<file path="src/rtl/search_sequencer.sv">
// search_sequencer
//   Drives the brute-force MD5 search across LANES parallel hash pipelines.
//   One base count is issued per cycle; every lane appends its own index as
//   the low candidate bits. A delay line matched to PIPE_LATENCY follows each
//   issued base so that a lane's found pulse maps back to its exact candidate.
//   Owns the run/step/stop/done control and latches the winning candidate.
//
//   Optional feature macro: FOUND_RESUME_EN (adds the 'resume' input, which
//   restarts the search just past the latched match).
//
// Ports:
//   CLK          system clock
//   reset        synchronous, active-high; clears all control state
//   enable       level; run continuously while high
//   step         one-cycle pulse; issue a single base while idle
//   resume       (FOUND_RESUME_EN only) pulse; continue after a match
//   found_in     per-lane match bits, aligned with the delay-line tap
//   base_count   base presented to the pipelines this cycle
//   issue_valid  base_count is a live candidate this cycle
//   running      high while searching or draining
//   done         whole space searched without a match
//   found        a match is latched
//   found_lane   lane of the latched match
//   found_value  latched candidate {base, lane}
//
// PIPE_LATENCY must be at least 2.

module search_sequencer #(
    parameter int LANES        = 8,
    parameter int LANE_BITS    = 3,
    parameter int COUNT_BITS   = 29,
    parameter int PIPE_LATENCY = 65
) (
    input  logic                            CLK,
    input  logic                            reset,
    input  logic                            enable,
    input  logic                            step,
`ifdef FOUND_RESUME_EN
    input  logic                            resume,
`endif
    input  logic [LANES-1:0]                found_in,
    output logic [COUNT_BITS-1:0]           base_count,
    output logic                            issue_valid,
    output logic                            running,
    output logic                            done,
    output logic                            found,
    output logic [LANE_BITS-1:0]            found_lane,
    output logic [COUNT_BITS+LANE_BITS-1:0] found_value
);

    localparam int CW = COUNT_BITS + LANE_BITS;

    typedef enum logic [2:0] {S_IDLE, S_RUN, S_DRAIN, S_HIT, S_DONE} state_t;

    state_t                  r_state;
    logic [COUNT_BITS-1:0]   r_base;
    logic                    r_issue_valid;
    logic                    r_running;
    logic                    r_done;
    logic                    r_found;
    logic [LANE_BITS-1:0]    r_found_lane;
    logic [CW-1:0]           r_found_value;

    // Delay line: valid bits are control (reset), base values are data.
    logic [PIPE_LATENCY-1:0] r_dl_vld;
    logic [COUNT_BITS-1:0]   r_dl_base [PIPE_LATENCY];

    logic                    w_tap_vld;
    logic [COUNT_BITS-1:0]   w_tap_base;
    logic [LANES-1:0]        w_hits;
    logic                    w_match;
    logic [LANE_BITS-1:0]    w_hit_lane;
    logic                    w_inflight;
    logic                    w_last_base;
    logic [COUNT_BITS-1:0]   w_next_base;

    // Lowest set lane wins when several lanes of one base match together.
    function automatic logic [LANE_BITS-1:0] lowest_lane(input logic [LANES-1:0] v);
        lowest_lane = '0;
        for (int i = LANES - 1; i >= 0; i--) begin
            if (v[i]) lowest_lane = LANE_BITS'(i);
        end
    endfunction

    assign w_tap_vld   = r_dl_vld[PIPE_LATENCY-1];
    assign w_tap_base  = r_dl_base[PIPE_LATENCY-1];
    assign w_hits      = w_tap_vld ? found_in : '0;
    assign w_match     = |w_hits;
    assign w_hit_lane  = lowest_lane(w_hits);
    // The tap entry leaves the line at this edge, so only the stages ahead
    // of it decide whether anything is still in flight next cycle. This lets
    // done rise one cycle after the last tap instead of two.
    assign w_inflight  = |r_dl_vld[PIPE_LATENCY-2:0];
    assign w_last_base = &r_base;
    // The all-ones base is the final candidate; the counter never wraps.
    assign w_next_base = (r_issue_valid && !w_last_base) ? r_base + COUNT_BITS'(1) : r_base;

    always_ff @(posedge CLK) begin
        r_dl_base[0] <= r_base;
        for (int i = 1; i < PIPE_LATENCY; i++) begin
            r_dl_base[i] <= r_dl_base[i-1];
        end
    end

    always_ff @(posedge CLK) begin
        if (reset) begin
            r_state       <= S_IDLE;
            r_base        <= '0;
            r_issue_valid <= 1'b0;
            r_running     <= 1'b0;
            r_done        <= 1'b0;
            r_found       <= 1'b0;
            r_found_lane  <= '0;
            r_found_value <= '0;
            r_dl_vld      <= '0;
        end else begin
            r_dl_vld <= {r_dl_vld[PIPE_LATENCY-2:0], r_issue_valid};
            r_base   <= w_next_base;
            case (r_state)
                S_IDLE, S_RUN, S_DRAIN: begin
                    if (w_match) begin
                        r_state       <= S_HIT;
                        r_found       <= 1'b1;
                        r_found_lane  <= w_hit_lane;
                        r_found_value <= {w_tap_base, w_hit_lane};
                        r_issue_valid <= 1'b0;
                        r_running     <= 1'b0;
                    end else if (r_issue_valid && w_last_base) begin
                        r_state       <= S_DRAIN;
                        r_issue_valid <= 1'b0;
                        r_running     <= 1'b1;
                    end else if (r_state == S_IDLE) begin
                        if (enable) begin
                            r_state       <= S_RUN;
                            r_issue_valid <= 1'b1;
                            r_running     <= 1'b1;
                        end else begin
                            r_issue_valid <= step;
                        end
                    end else if (r_state == S_RUN) begin
                        if (!enable) begin
                            r_state       <= S_IDLE;
                            r_issue_valid <= 1'b0;
                            r_running     <= 1'b0;
                        end
                    end else if (!w_inflight) begin
                        r_state   <= S_DONE;
                        r_done    <= 1'b1;
                        r_running <= 1'b0;
                    end
                end
                S_HIT: begin
`ifdef FOUND_RESUME_EN
                    if (resume) begin
                        r_found  <= 1'b0;
                        r_dl_vld <= '0;
                        if (&r_found_value[CW-1:LANE_BITS]) begin
                            // Match was on the last base: nothing left to search.
                            r_state <= S_DONE;
                            r_done  <= 1'b1;
                        end else begin
                            r_base        <= r_found_value[CW-1:LANE_BITS] + COUNT_BITS'(1);
                            r_state       <= enable ? S_RUN : S_IDLE;
                            r_issue_valid <= enable;
                            r_running     <= enable;
                        end
                    end
`endif
                end
                default: ;
            endcase
        end
    end

    assign base_count  = r_base;
    assign issue_valid = r_issue_valid;
    assign running     = r_running;
    assign done        = r_done;
    assign found       = r_found;
    assign found_lane  = r_found_lane;
    assign found_value = r_found_value;

endmodule

</file>
<file path="config.mk">
export PLATFORM = sky130hd
export DESIGN_NAME = search_sequencer
export DESIGN_NICKNAME = d
export VERILOG_FILES = /design/src/rtl/search_sequencer.sv
export SDC_FILE = /design/constraint.sdc
export NUM_CORES = 1
export LEC_CHECK = 0
export ABC_AREA = 0
export BUFFER_PORTS_ARGS = -buffer_cell sky130_fd_sc_hd__buf_2
export CAP_MARGIN = 20
export CORE_MARGIN = 4
export CORE_UTILIZATION = 40
export CTS_CLUSTER_SIZE = 10
export DETAILED_ROUTE_END_ITERATION = 7
export PLACE_DENSITY = 0.62
export SYNTH_ARGS = -nofsm -noshare
export SYNTH_HDL_FRONTEND = slang
export SYNTH_SLANG_ARGS = --single-unit
</file>
<file path="constraint.sdc">
create_clock -name CLK -period 3.2 [get_ports CLK]
set_input_delay 0.48 -clock CLK [delete_from_list [all_inputs] [get_ports CLK]]
set_output_delay 0.48 -clock CLK [all_outputs]
set_load 0.03 [all_outputs]
</file>
==> flow_metrics.py, run 1 <==
metrics = {
    "yosys": {
        "synth_nets": 2412,
        "synth.most_common_cell": "dfxtp_1",
        "synth_top_area_frac": 0.9496,
        "yosys.area.top_type": "dfxtp_1",
        "netlist_area_um2": 42540,
        "synth-seq-cells": 2018,
        "syn_area_per_cell_um2": 17.73,
        "synthTopCellsByArea": "dfxtp_1, nor2b_1, nand2_1, a21oi_1, xnor2_1",
        "synth-edff-count": 0,
        "synth_commonest_cells": "dfxtp_1, nand2_1, nor2b_1",
        "synth-async-reset-ratio": 0,
        "synth_cell_types": 48,
        "synthCells": 2399,
        "seq_area_frac_synth": 0.9496,
        "yosysWarnings": 0,
        "synthFlopType": "dfxtp_1",
    },
    "pwr": {
        "p_comb_frac": 0.008,
        "switching_share": 0.1872,
        "p_int_mw": 37.88,
        "power_density_nw_per_um2": 924.3,
        "p_seq_frac": 0.553,
        "ir_worst_vdd_v": 0.0005182,
        "p_clk_frac": 0.438,
        "switchingPower_mw": 8.725,
        "total_power_mw": 46.60,
        "leakage_nw": 20.14,
    },
    "final_layout": {
        "fillCellCount": 8744,
        "drive_gt1_frac": 0.1229,
        "instances_no_fill": 4085,
        "stdcell_area_um2": 50420,
        "final_nets": 2693,
        "area_growth_pct": 18.52,
        "utilization": 0.4783,
    },
    "worst_setup_path": {
        "worst-path-buf-inv": 0,
        "cp.required_ns": 3.84,
        "critical_path_arrival_ns": 3.17,
        "max_stage_delay_ns": 0.77,
        "worstSetupPathType": "flop to flop",
        "cp_top_family": "compound AO/OA/AOI/OAI gates",
        "crit_slowest_cell": "o31ai_1",
        "cp_max_fo": 9,
        "crit_path_start_kind": "flop",
        "crit_path_end_kind": "flop",
        "path_cells": "and4_1, nand4_4, o31ai_1, o21ai_0, a21oi_1",
    },
    "placed_design": {
        "dpl_cell_area_um2": 44610,
        "io_buffers": 79,
        "hpwl_um": 23220,
        "dp_cells": 3849,
        "gp_congestion": 0.7934,
    },
    "job": {
        "drv_cap": 0,
    },
    "grt": {
        "antenna_found_initial": 0,
        "grt_max_degree": 75,
        "grt_usage": 0.08057,
        "first_global_vias": 17150,
        "grt_pass1_wl_um": 74900,
        "gr-total-overflow": 0,
    },
    "hold_path": {
        "min_path_type": "input port to flop",
    },
    "route": {
        "viasPerCell": 3.972,
        "wl_per_cell_um": 10.65,
        "first_iter_violations": 646,
        "wl_um": 43520,
        "drc": 0,
        "dr_total_vias": 16230,
        "first_pass_iters": 5,
        "antenna_left": 0,
    },
    "sta": {
        "final-setup-viol-count": 0,
        "period_minus_slack_ns": 2.528,
        "fmax_mhz": 395.5,
        "clock-skew-final_ns": 0.02834,
        "finalSetupTns_ns": 0,
        "rsz0062_at_grt": "false",
        "period_share": 0.7901,
        "relSlewSlack": 0.4327,
        "hold_viol_final": 0,
        "tightestPinTransition_ns": 0.8438,
        "drv_slew": 0,
    },
    "clock_tree": {
        "clock_latency_ns": 0.75,
        "post_cts.repair.setup_buffers": 0,
        "root_buffer": "clkbuf_16",
        "ctsHoldBuffers": 0,
        "tritoncts": "built",
        "clkTransAtPathRegs_ns": 0.05,
        "clock_path_buffers": 3,
        "cts_buffers": 219,
        "htreeDepth": 4,
        "cts_resized": 0,
        "clock_sinks": 2018,
    },
    "floorplanning": {
        "core_area_um2": 105400,
        "start_util": 0.4036,
        "die_x_um": 334.1,
        "io_pins": 80,
        "num_rows": 119,
        "die_area_um2": 111600,
        "die_height_um": 334.1,
    },
    "status": {
        "status": "completed",
    },
}
## power groups by stage
stage | Combinational, mW | Clock (mW) | Sequential [mW]
floorplan | 0.195 | 0 | 26.3
global placement | 0.347 | 0 | 26.3
finish | 0.386 | 20.4 | 25.8
detailed placement | 0.375 | 0 | 26.3
global route | 0.414 | 22.3 | 25.8
CTS | 0.377 | 21.2 | 25.8
## sequential cells by signal, summed over array words and instances (netlist names)
name and cells:
r_state 3, found 1, found_lane 3, found_value 29, done 1, issue_valid 1, base_count 29, r_dl_base 1885
r_dl_vld 65, running 1
## routing by layer
metal / GRT usage / wire length (um)
met1: 0.09163 / 19190
met2: 0.1267 / 19780
met3: 0.03390 / 3187
met4: 0.04895 / 1362
met5: 0 / 0
## worst paths after layout
kind / startpoint / to / slack [ns] / cells past startpoint
worst max-delay path: base_count[3] / base_count[6] / 0.67 / 5
worst min-delay path: found_in[0] / found_lane[0] / 0.1 / 3
worst max register to register: base_count[3] / base_count[6] / 0.67 / 5
worst min register to register: r_dl_base[55][7] / r_dl_base[56][7] / 0.30 / 0
## metrics by stage
stage                     hold slack [ns]  setup slack (ns)
after detailed placement           0.3121            0.6965
after global routing              0.04420            0.5728
after floorplan                    0.3096             1.090
after CTS                         0.01960            0.8018
after global placement             0.3095            0.7599
final                             0.09814            0.6716
## cell type report
cell class | count | area (um2) | share of cell area
timing repair buffer | 86 | 454.2 | 0.009008
multi-input combinational | 342 | 1981 | 0.03928
inverter | 13 | 48.80 | 0.0009678
clock buffer | 221 | 5519 | 0.1095
tap | 1391 | 1740 | 0.03452
antenna | 1 | 2.502 | 0.00004963
sequential | 2018 | 40400 | 0.8012
clock inverter | 13 | 276.5 | 0.005484
## kinds of logic (layout without fill, tap and decap cells)
family / count (synthesis) / after routing / share of synthesized area
fa+ha+maj: 1 / 1 / 0.0002941
buf+inv: 39 / 333 / 0.003883
flops: 2018 / 2018 / 0.9496
xor+xnor: 17 / 17 / 0.003500
simple gates: 243 / 243 / 0.03053
other cells: 0 / 1 / 0
compound gates: 79 / 79 / 0.01171
mux: 2 / 2 / 0.0004706
## worst min-delay path, stage by stage
cell	delay [ns]
buf_2	0.11
or4b_2	0.13
a21oi_1	0.06
## cells in the final DEF (no fill, tap or decap), types with 2 or more instances in the layout
| master | instances |
|---|---|
| nand3_1 | 9 |
| nor4_1 | 22 |
| or3_1 | 8 |
| inv_6 | 2 |
| clkinv_8 | 3 |
| xnor2_1 | 16 |
| clkbuf_16 | 220 |
| o21ai_1 | 2 |
| o21ai_0 | 11 |
| and4_1 | 6 |
| nor3_1 | 9 |
| o211ai_1 | 2 |
| a311oi_1 | 2 |
| inv_1 | 13 |
| nor2_1 | 31 |
| clkinv_16 | 5 |
| nand2_1 | 71 |
| dfxtp_1 | 2018 |
| mux2i_1 | 2 |
| inv_16 | 3 |
| nand4_1 | 10 |
| a21oi_1 | 45 |
| nor4_2 | 2 |
| buf_2 | 78 |
| o41a_1 | 3 |
| buf_4 | 7 |
| nor2b_1 | 65 |
Power figures use the tool's default switching activity.
==> inputs of run 2 (changes only) <==
--- a/config.mk
+++ b/config.mk
@@ -5,14 +5,14 @@
 export SDC_FILE = /design/constraint.sdc
 export NUM_CORES = 1
 export LEC_CHECK = 0
-export ABC_AREA = 0
+export ABC_AREA = 1
 export BUFFER_PORTS_ARGS = -buffer_cell sky130_fd_sc_hd__buf_2
 export CAP_MARGIN = 20
 export CORE_MARGIN = 4
 export CORE_UTILIZATION = 40
 export CTS_CLUSTER_SIZE = 10
 export DETAILED_ROUTE_END_ITERATION = 7
-export PLACE_DENSITY = 0.62
+export PLACE_DENSITY = 0.64
 export SYNTH_ARGS = -nofsm -noshare
 export SYNTH_HDL_FRONTEND = slang
 export SYNTH_SLANG_ARGS = --single-unit
==> constraint.sdc (replaced) <==
create_clock -name CLK -period 2.3 [get_ports CLK]
set_input_delay 0.345 -clock CLK [delete_from_list [all_inputs] [get_ports CLK]]
set_output_delay 0.345 -clock CLK [all_outputs]
set_load 0.03 [all_outputs]
==> run 2 against run 1 <==
Net effect: final area is 1.5% higher; first-iteration DRC count up 0.62%; fmax up 16%; critical endpoint is now found_lane[1]; highest routed layer is now met5; clock-buffer cell count increased by 2; worst hold slack better by 0.20 ns; total power is 41% higher; clock power is 40% higher; via count is 5.4% higher; synthesized area rose by 1.2%; sequential share of layout area fell by 1.1 points; synthesized cell count increased by 9.1%; sequential cell count unchanged.
==> flow_metrics.py, run 2 <==
metrics = {
    "pwr": {
        "power_density_nw_per_um2": 1280,
        "ir_worst_vdd_v": 0.0006232,
        "leakage_nw": 20.81,
    },
    "placed_design": {
        "gp_congestion": 0.7769,
        "dp_cells": 4086,
        "dpl_cell_area_um2": 45220,
        "post-place-ws_ns": 0.2879,
        "io_buffers": 79,
        "hpwl_um": 22010,
    },
    "final_layout": {
        "stdcell_area_um2": 51160,
        "instances_no_fill": 4332,
        "register_area_um2": 40400,
        "final_common_cell": "dfxtp_1",
        "fillCellCount": 9084,
        "multi_input_area_um2": 2185,
        "mostFrequentLayoutCells": "dfxtp_1, clkbuf_16, nor2_1",
        "reg_top3": "r_dl_base (1885), r_dl_vld (65)",
        "antenna_cells": 0,
        "final_nets": 2928,
        "utilization": 0.4785,
        "drive_gt1_frac": 0.1226,
        "area_growth_pct": 18.79,
        "top_register": "r_dl_base",
        "largest_register_ffs": 1885,
    },
    "grt": {
        "grt_max_degree": 56,
        "grt_usage": 0.07733,
        "first_global_vias": 16930,
        "grt_pass1_wl_um": 72930,
        "antenna_found_initial": 2,
        "gr-total-overflow": 0,
    },
    "floorplanning": {
        "start_util": 0.4028,
        "num_rows": 120,
        "die_x_um": 336.1,
        "die_height_um": 336.1,
        "die_area_um2": 113000,
        "core_area_um2": 106900,
        "io_pins": 80,
    },
    "route": {
        "first_iter_violations": 650,
        "antenna_left": 0,
        "drc": 0,
        "wl_per_cell_um": 9.748,
        "viasPerCell": 3.949,
        "wl_um": 42230,
        "dr_total_vias": 17110,
        "first_pass_iters": 5,
    },
    "worst_setup_path": {
        "cp_common_cell": "dlygate4sd3_1",
        "crit_path_end_kind": "flop",
        "path_cells": "inv_2, o41ai_2, dlygate4sd3_1, nand3_1, dlygate4sd3_1, a21oi_1",
        "crit_slowest_cell": "dlygate4sd3_1",
        "critical_path_arrival_ns": 2.84,
        "cp.required_ns": 2.96,
        "max_stage_delay_ns": 0.59,
        "crit_path_start_kind": "flop",
        "worstSetupPathType": "flop to flop",
        "cp_max_fo": 7,
    },
    "yosys": {
        "synthCells": 2617,
        "yosys.area.top_type": "dfxtp_1",
        "synth.most_common_cell": "dfxtp_1",
        "seq_area_frac_synth": 0.9381,
        "synth_nets": 2630,
        "synth-async-reset-ratio": 0,
        "synth-edff-count": 0,
        "synth_cell_types": 38,
        "synthFlopType": "dfxtp_1",
        "netlist_area_um2": 43060,
        "yosysWarnings": 0,
        "synth_commonest_cells": "dfxtp_1, nor2_1, nand2_1",
        "synth_top_area_frac": 0.9381,
        "syn_area_per_cell_um2": 16.46,
        "synthTopCellsByArea": "dfxtp_1, nor2_1, nand2_1, inv_1, o21ai_1",
        "synth-seq-cells": 2018,
    },
    "sta": {
        "period_share": 0.9478,
        "final-setup-viol-count": 0,
        "drv_slew": 0,
        "rsz0062_at_grt": "false",
        "clock-skew-final_ns": 0.02520,
        "relSlewSlack": 0.5440,
        "finalSetupTns_ns": 0,
        "tightestPinTransition_ns": 0.6833,
        "period_minus_slack_ns": 2.180,
        "hold_viol_final": 0,
        "fmax_mhz": 458.7,
        "setup_slack_ns": 0.1201,
    },
    "clock_tree": {
        "cts_buffers": 219,
        "htreeDepth": 4,
        "clock_latency_ns": 0.74,
        "clock_path_buffers": 3,
        "clock_sinks": 2018,
        "root_buffer": "clkbuf_16",
        "clkTransAtPathRegs_ns": 0.05,
        "tritoncts": "built",
    },
    "job": {
        "drv_cap": 0,
    },
    "hold_path": {
        "min_path_type": "flop to flop",
    },
    "status": {
        "status": "completed",
    },
}
-- run 2: changes by cell type after synthesis, moves of 9 or more --
cell	previous run	this run
a21oi_1	45	25
buf_2	0	9
clkbuf_1	19	10
inv_1	13	90
nand2_1	71	107
nor2_1	32	209
nor2b_1	65	0
nor4_1	22	3
o21ai_1	1	37
xnor2_1	16	6
-- run 2: final timing paths --
check / startpoint / to / slack, ns / depth (start not counted)
setup / recovery: r_dl_vld[64] / found_lane[1] / 0.12 / 6
hold / removal: r_dl_base[16][3] / r_dl_base[17][3] / 0.30 / 0
setup reg to reg: r_dl_vld[64] / found_lane[1] / 0.12 / 6
hold reg to reg: r_dl_base[16][3] / r_dl_base[17][3] / 0.30 / 0
-- run 2: cell type report --
type                    instances  share of cell area
clock inverters                12            0.005283
inverters                      98            0.007191
well taps                    1403             0.03431
clock buffers                 223              0.1083
repair buffers                104             0.01252
multi-input cells             474             0.04270
flip-flops and latches       2018              0.7897
-- run 2: report_power, final --
group / leakage [nW] / switching [mW] / total [mW] / internal (mW)
registers: 16.3 / 0.248 / 36.1 / 35.8
logic: 1.69 / 0.675 / 0.943 / 0.268
clock network: 2.84 / 11.6 / 28.5 / 16.9
total: 20.8 / 12.5 / 65.5 / 53.0
-- run 2: timing repair --
item,in CTS,in global routing
setup buffers,0,1
gates resized for setup,0,5
endpoints found under the hold margin,10,0
hold buffers,10,0
endpoints found under the setup margin,0,1
-- run 2: stage by stage --
step                hold slack [ns]  power (mW)
detailed placement           0.3121       37.67
floorplan                    0.3096       37.24
global placement             0.3096       37.57
CTS                          0.2876       66.68
global route                 0.3052       68.20
finish                       0.2990       65.50
-- run 2: metal layers --
metal / track usage / up-vias / routed length, um
met5: 0 / - / 20
met4: 0.05444 / 4 / 1857
met3: 0.03256 / 185 / 3530
met2: 0.1164 / 442 / 18220
met1: 0.08919 / 7917 / 18610
li1: - / 8557 / -
-- run 2: critical path, delay by kind of cell, from the launching register on --
family | cells | cell delay [ns]
compound gates | 2 | 0.40
buf+inv | 3 | 1.24
simple gates | 1 | 0.07
flops | 1 | 0.39
-- run 2: cell families after synthesis --
group,count (synthesis),share of synthesized area
AO/OA/AOI/OAI,83,0.01037
XOR/XNOR,12,0.002441
adder cells (fa/ha/maj),1,0.0002905
buffers and inverters,125,0.01142
flip-flops,2018,0.9381
AND/OR/NAND/NOR,378,0.03736
==> inputs of run 3 (changes only) <==
--- a/config.mk
+++ b/config.mk
@@ -8,6 +8,7 @@
 export ABC_AREA = 1
 export BUFFER_PORTS_ARGS = -buffer_cell sky130_fd_sc_hd__buf_2
 export CAP_MARGIN = 20
+export CORE_ASPECT_RATIO = 1.2
 export CORE_MARGIN = 4
 export CORE_UTILIZATION = 40
 export CTS_CLUSTER_SIZE = 10
==> run 3 against run 2 <==
Net effect: clock-buffer cell count is 4 higher; sequential power hardly changed; utilization is 0.12 points higher; combinational power is 13% lower; clock skew is 0.0059 ns higher; critical endpoint is now base_count[20]; largest power group unchanged; highest routed layer is now met4.
==> flow_metrics.py, run 3 (synthesized netlist as in run 2, its figures left out) <==
metrics = {
    "final_layout": {
        "utilization": 0.4797,
        "final_nets": 2930,
        "top_register": "r_dl_base",
        "instances_no_fill": 4330,
        "antenna_cells": 0,
        "largest_register_ffs": 1885,
        "reg_top3": "r_dl_base (1885), r_dl_vld (65)",
        "area_growth_pct": 18.68,
        "drive_gt1_frac": 0.1241,
        "mostFrequentLayoutCells": "dfxtp_1, clkbuf_16, nor2_1",
        "fillCellCount": 9079,
        "final_common_cell": "dfxtp_1",
    },
    "job": {
        "drv_cap": 0,
    },
    "clock_tree": {
        "cts_buffers": 220,
        "clock_path_buffers": 3,
        "htreeDepth": 4,
        "tritoncts": "built",
        "clkTransAtPathRegs_ns": 0.05,
        "clock_sinks": 2018,
        "root_buffer": "clkbuf_16",
        "cts_resized": 0,
        "clock_latency_ns": 0.75,
        "ctsHoldBuffers": 5,
        "post_cts.repair.setup_buffers": 0,
    },
    "sta": {
        "drv_slew": 0,
        "clock-skew-final_ns": 0.03108,
        "relSlewSlack": 0.6378,
        "fmax_mhz": 491.3,
        "rsz0062_at_grt": "false",
        "period_share": 0.8850,
        "finalSetupTns_ns": 0,
        "setup_slack_ns": 0.2646,
        "final-setup-viol-count": 0,
        "period_minus_slack_ns": 2.035,
        "tightestPinTransition_ns": 0.5384,
        "hold_viol_final": 0,
    },
    "route": {
        "drc": 0,
        "wl_met1_um": 19690,
        "dr_total_vias": 17020,
        "top_layer_used": "met4",
        "wl_met3_um": 3294,
        "antenna_left": 0,
        "wl_per_cell_um": 10.20,
        "viasPerCell": 3.930,
        "first_pass_iters": 4,
        "wl_um": 44150,
        "met2_length_um": 19620,
        "first_iter_violations": 755,
    },
    "worst_setup_path": {
        "worstSetupPathType": "flop to flop",
        "cp.required_ns": 2.94,
        "crit_path_end_kind": "flop",
        "ff2ff_setup_slack_ns": 0.26,
        "crit_path_start_kind": "flop",
        "critical_path_arrival_ns": 2.67,
        "cp_max_fo": 7,
    },
    "placed_design": {
        "hpwl_um": 23790,
        "gp_congestion": 0.7542,
        "post-place-ws_ns": 0.3176,
        "io_buffers": 79,
        "dp_cells": 4086,
    },
    "floorplanning": {
        "io_pins": 80,
        "core_area_um2": 106500,
        "num_rows": 131,
        "die_x_um": 307.5,
        "start_util": 0.4042,
        "die_area_um2": 113000,
        "die_height_um": 367.4,
    },
    "pwr": {
        "leakage_nw": 20.81,
        "power_density_nw_per_um2": 1279,
        "ir_worst_vdd_v": 0.0006580,
    },
    "status": {
        "status": "completed",
    },
    "grt": {
        "grt_usage": 0.08108,
        "gr-total-overflow": 0,
        "antenna_found_initial": 0,
        "grt_pass1_wl_um": 75420,
        "grt_max_degree": 41,
        "first_global_vias": 16680,
    },
    "hold_path": {
        "min_path_type": "input port to flop",
    },
}
## run 3: cell types whose count changed in the layout (fill, tap and decap cells not counted), moves of 2 or more
| cell | previous run | this run |
|---|---|---|
| buf_4 | 12 | 18 |
| clkbuf_1 | 2 | 4 |
| clkbuf_16 | 221 | 223 |
| clkinv_16 | 6 | 1 |
| dlygate4sd3_1 | 10 | 5 |
| inv_16 | 2 | 4 |
## run 3: path summary, 6_finish.rpt
check / from / endpoint / cells after the start
worst max-delay path: base_count[0] / base_count[20] / 11
worst min-delay path: found_in[5] / found_lane[1] / 5
worst max register to register: base_count[0] / base_count[20] / 11
worst min register to register: r_dl_base[10][17] / r_dl_base[11][17] / 0
## run 3: final cells by class
type / count / area, um2 / share of cell area
inverter: 98 / 367.9 / 0.007197
timing repair buffer: 105 / 640.6 / 0.01253
sequential: 2018 / 40400 / 0.7904
multi-input combinational: 474 / 2178 / 0.04262
clock buffer: 227 / 5595 / 0.1095
clock inverter: 12 / 181.4 / 0.003550
tap: 1396 / 1747 / 0.03418
## run 3: critical path: stages (launching register included)
cell     delay [ns]
dfxtp_1        0.37
ha_1           0.29
inv_2          0.10
nor2_2         0.05
nand2_1        0.15
nor2_4         0.08
a21oi_2        0.23
nand2_1        0.17
nor2_1         0.23
nand4_1        0.12
nand2_1        0.09
nor2_1         0.04
## run 3: per-layer routing
metal | vias to the layer above | GRT usage
met5 | - | 0
met4 | 0 | 0.04932
met3 | 136 | 0.03420
met2 | 350 | 0.1235
met1 | 7955 | 0.09515
li1 | 8575 | -
## run 3: metrics by stage
stage / hold slack (ns) / power [mW] / cell area (um2)
after floorplan: 0.3096 / 37.24 / 43060
after global placement: 0.3095 / 37.51 / 45280
after detailed placement: 0.3121 / 37.56 / 45280
after CTS: 0.08718 / 66.54 / 51110
after global routing: 0.1587 / 68.10 / 51110
final: 0.1938 / 65.38 / 51110
## run 3: report_power, final
group          total [mW]  leakage, nW  switching, mW  internal, mW
clock                28.5         2.83           11.6          17.0
sequential           36.0         16.3          0.216          35.8
combinational       0.818         1.70          0.565         0.253
total                65.4         20.8           12.3          53.0
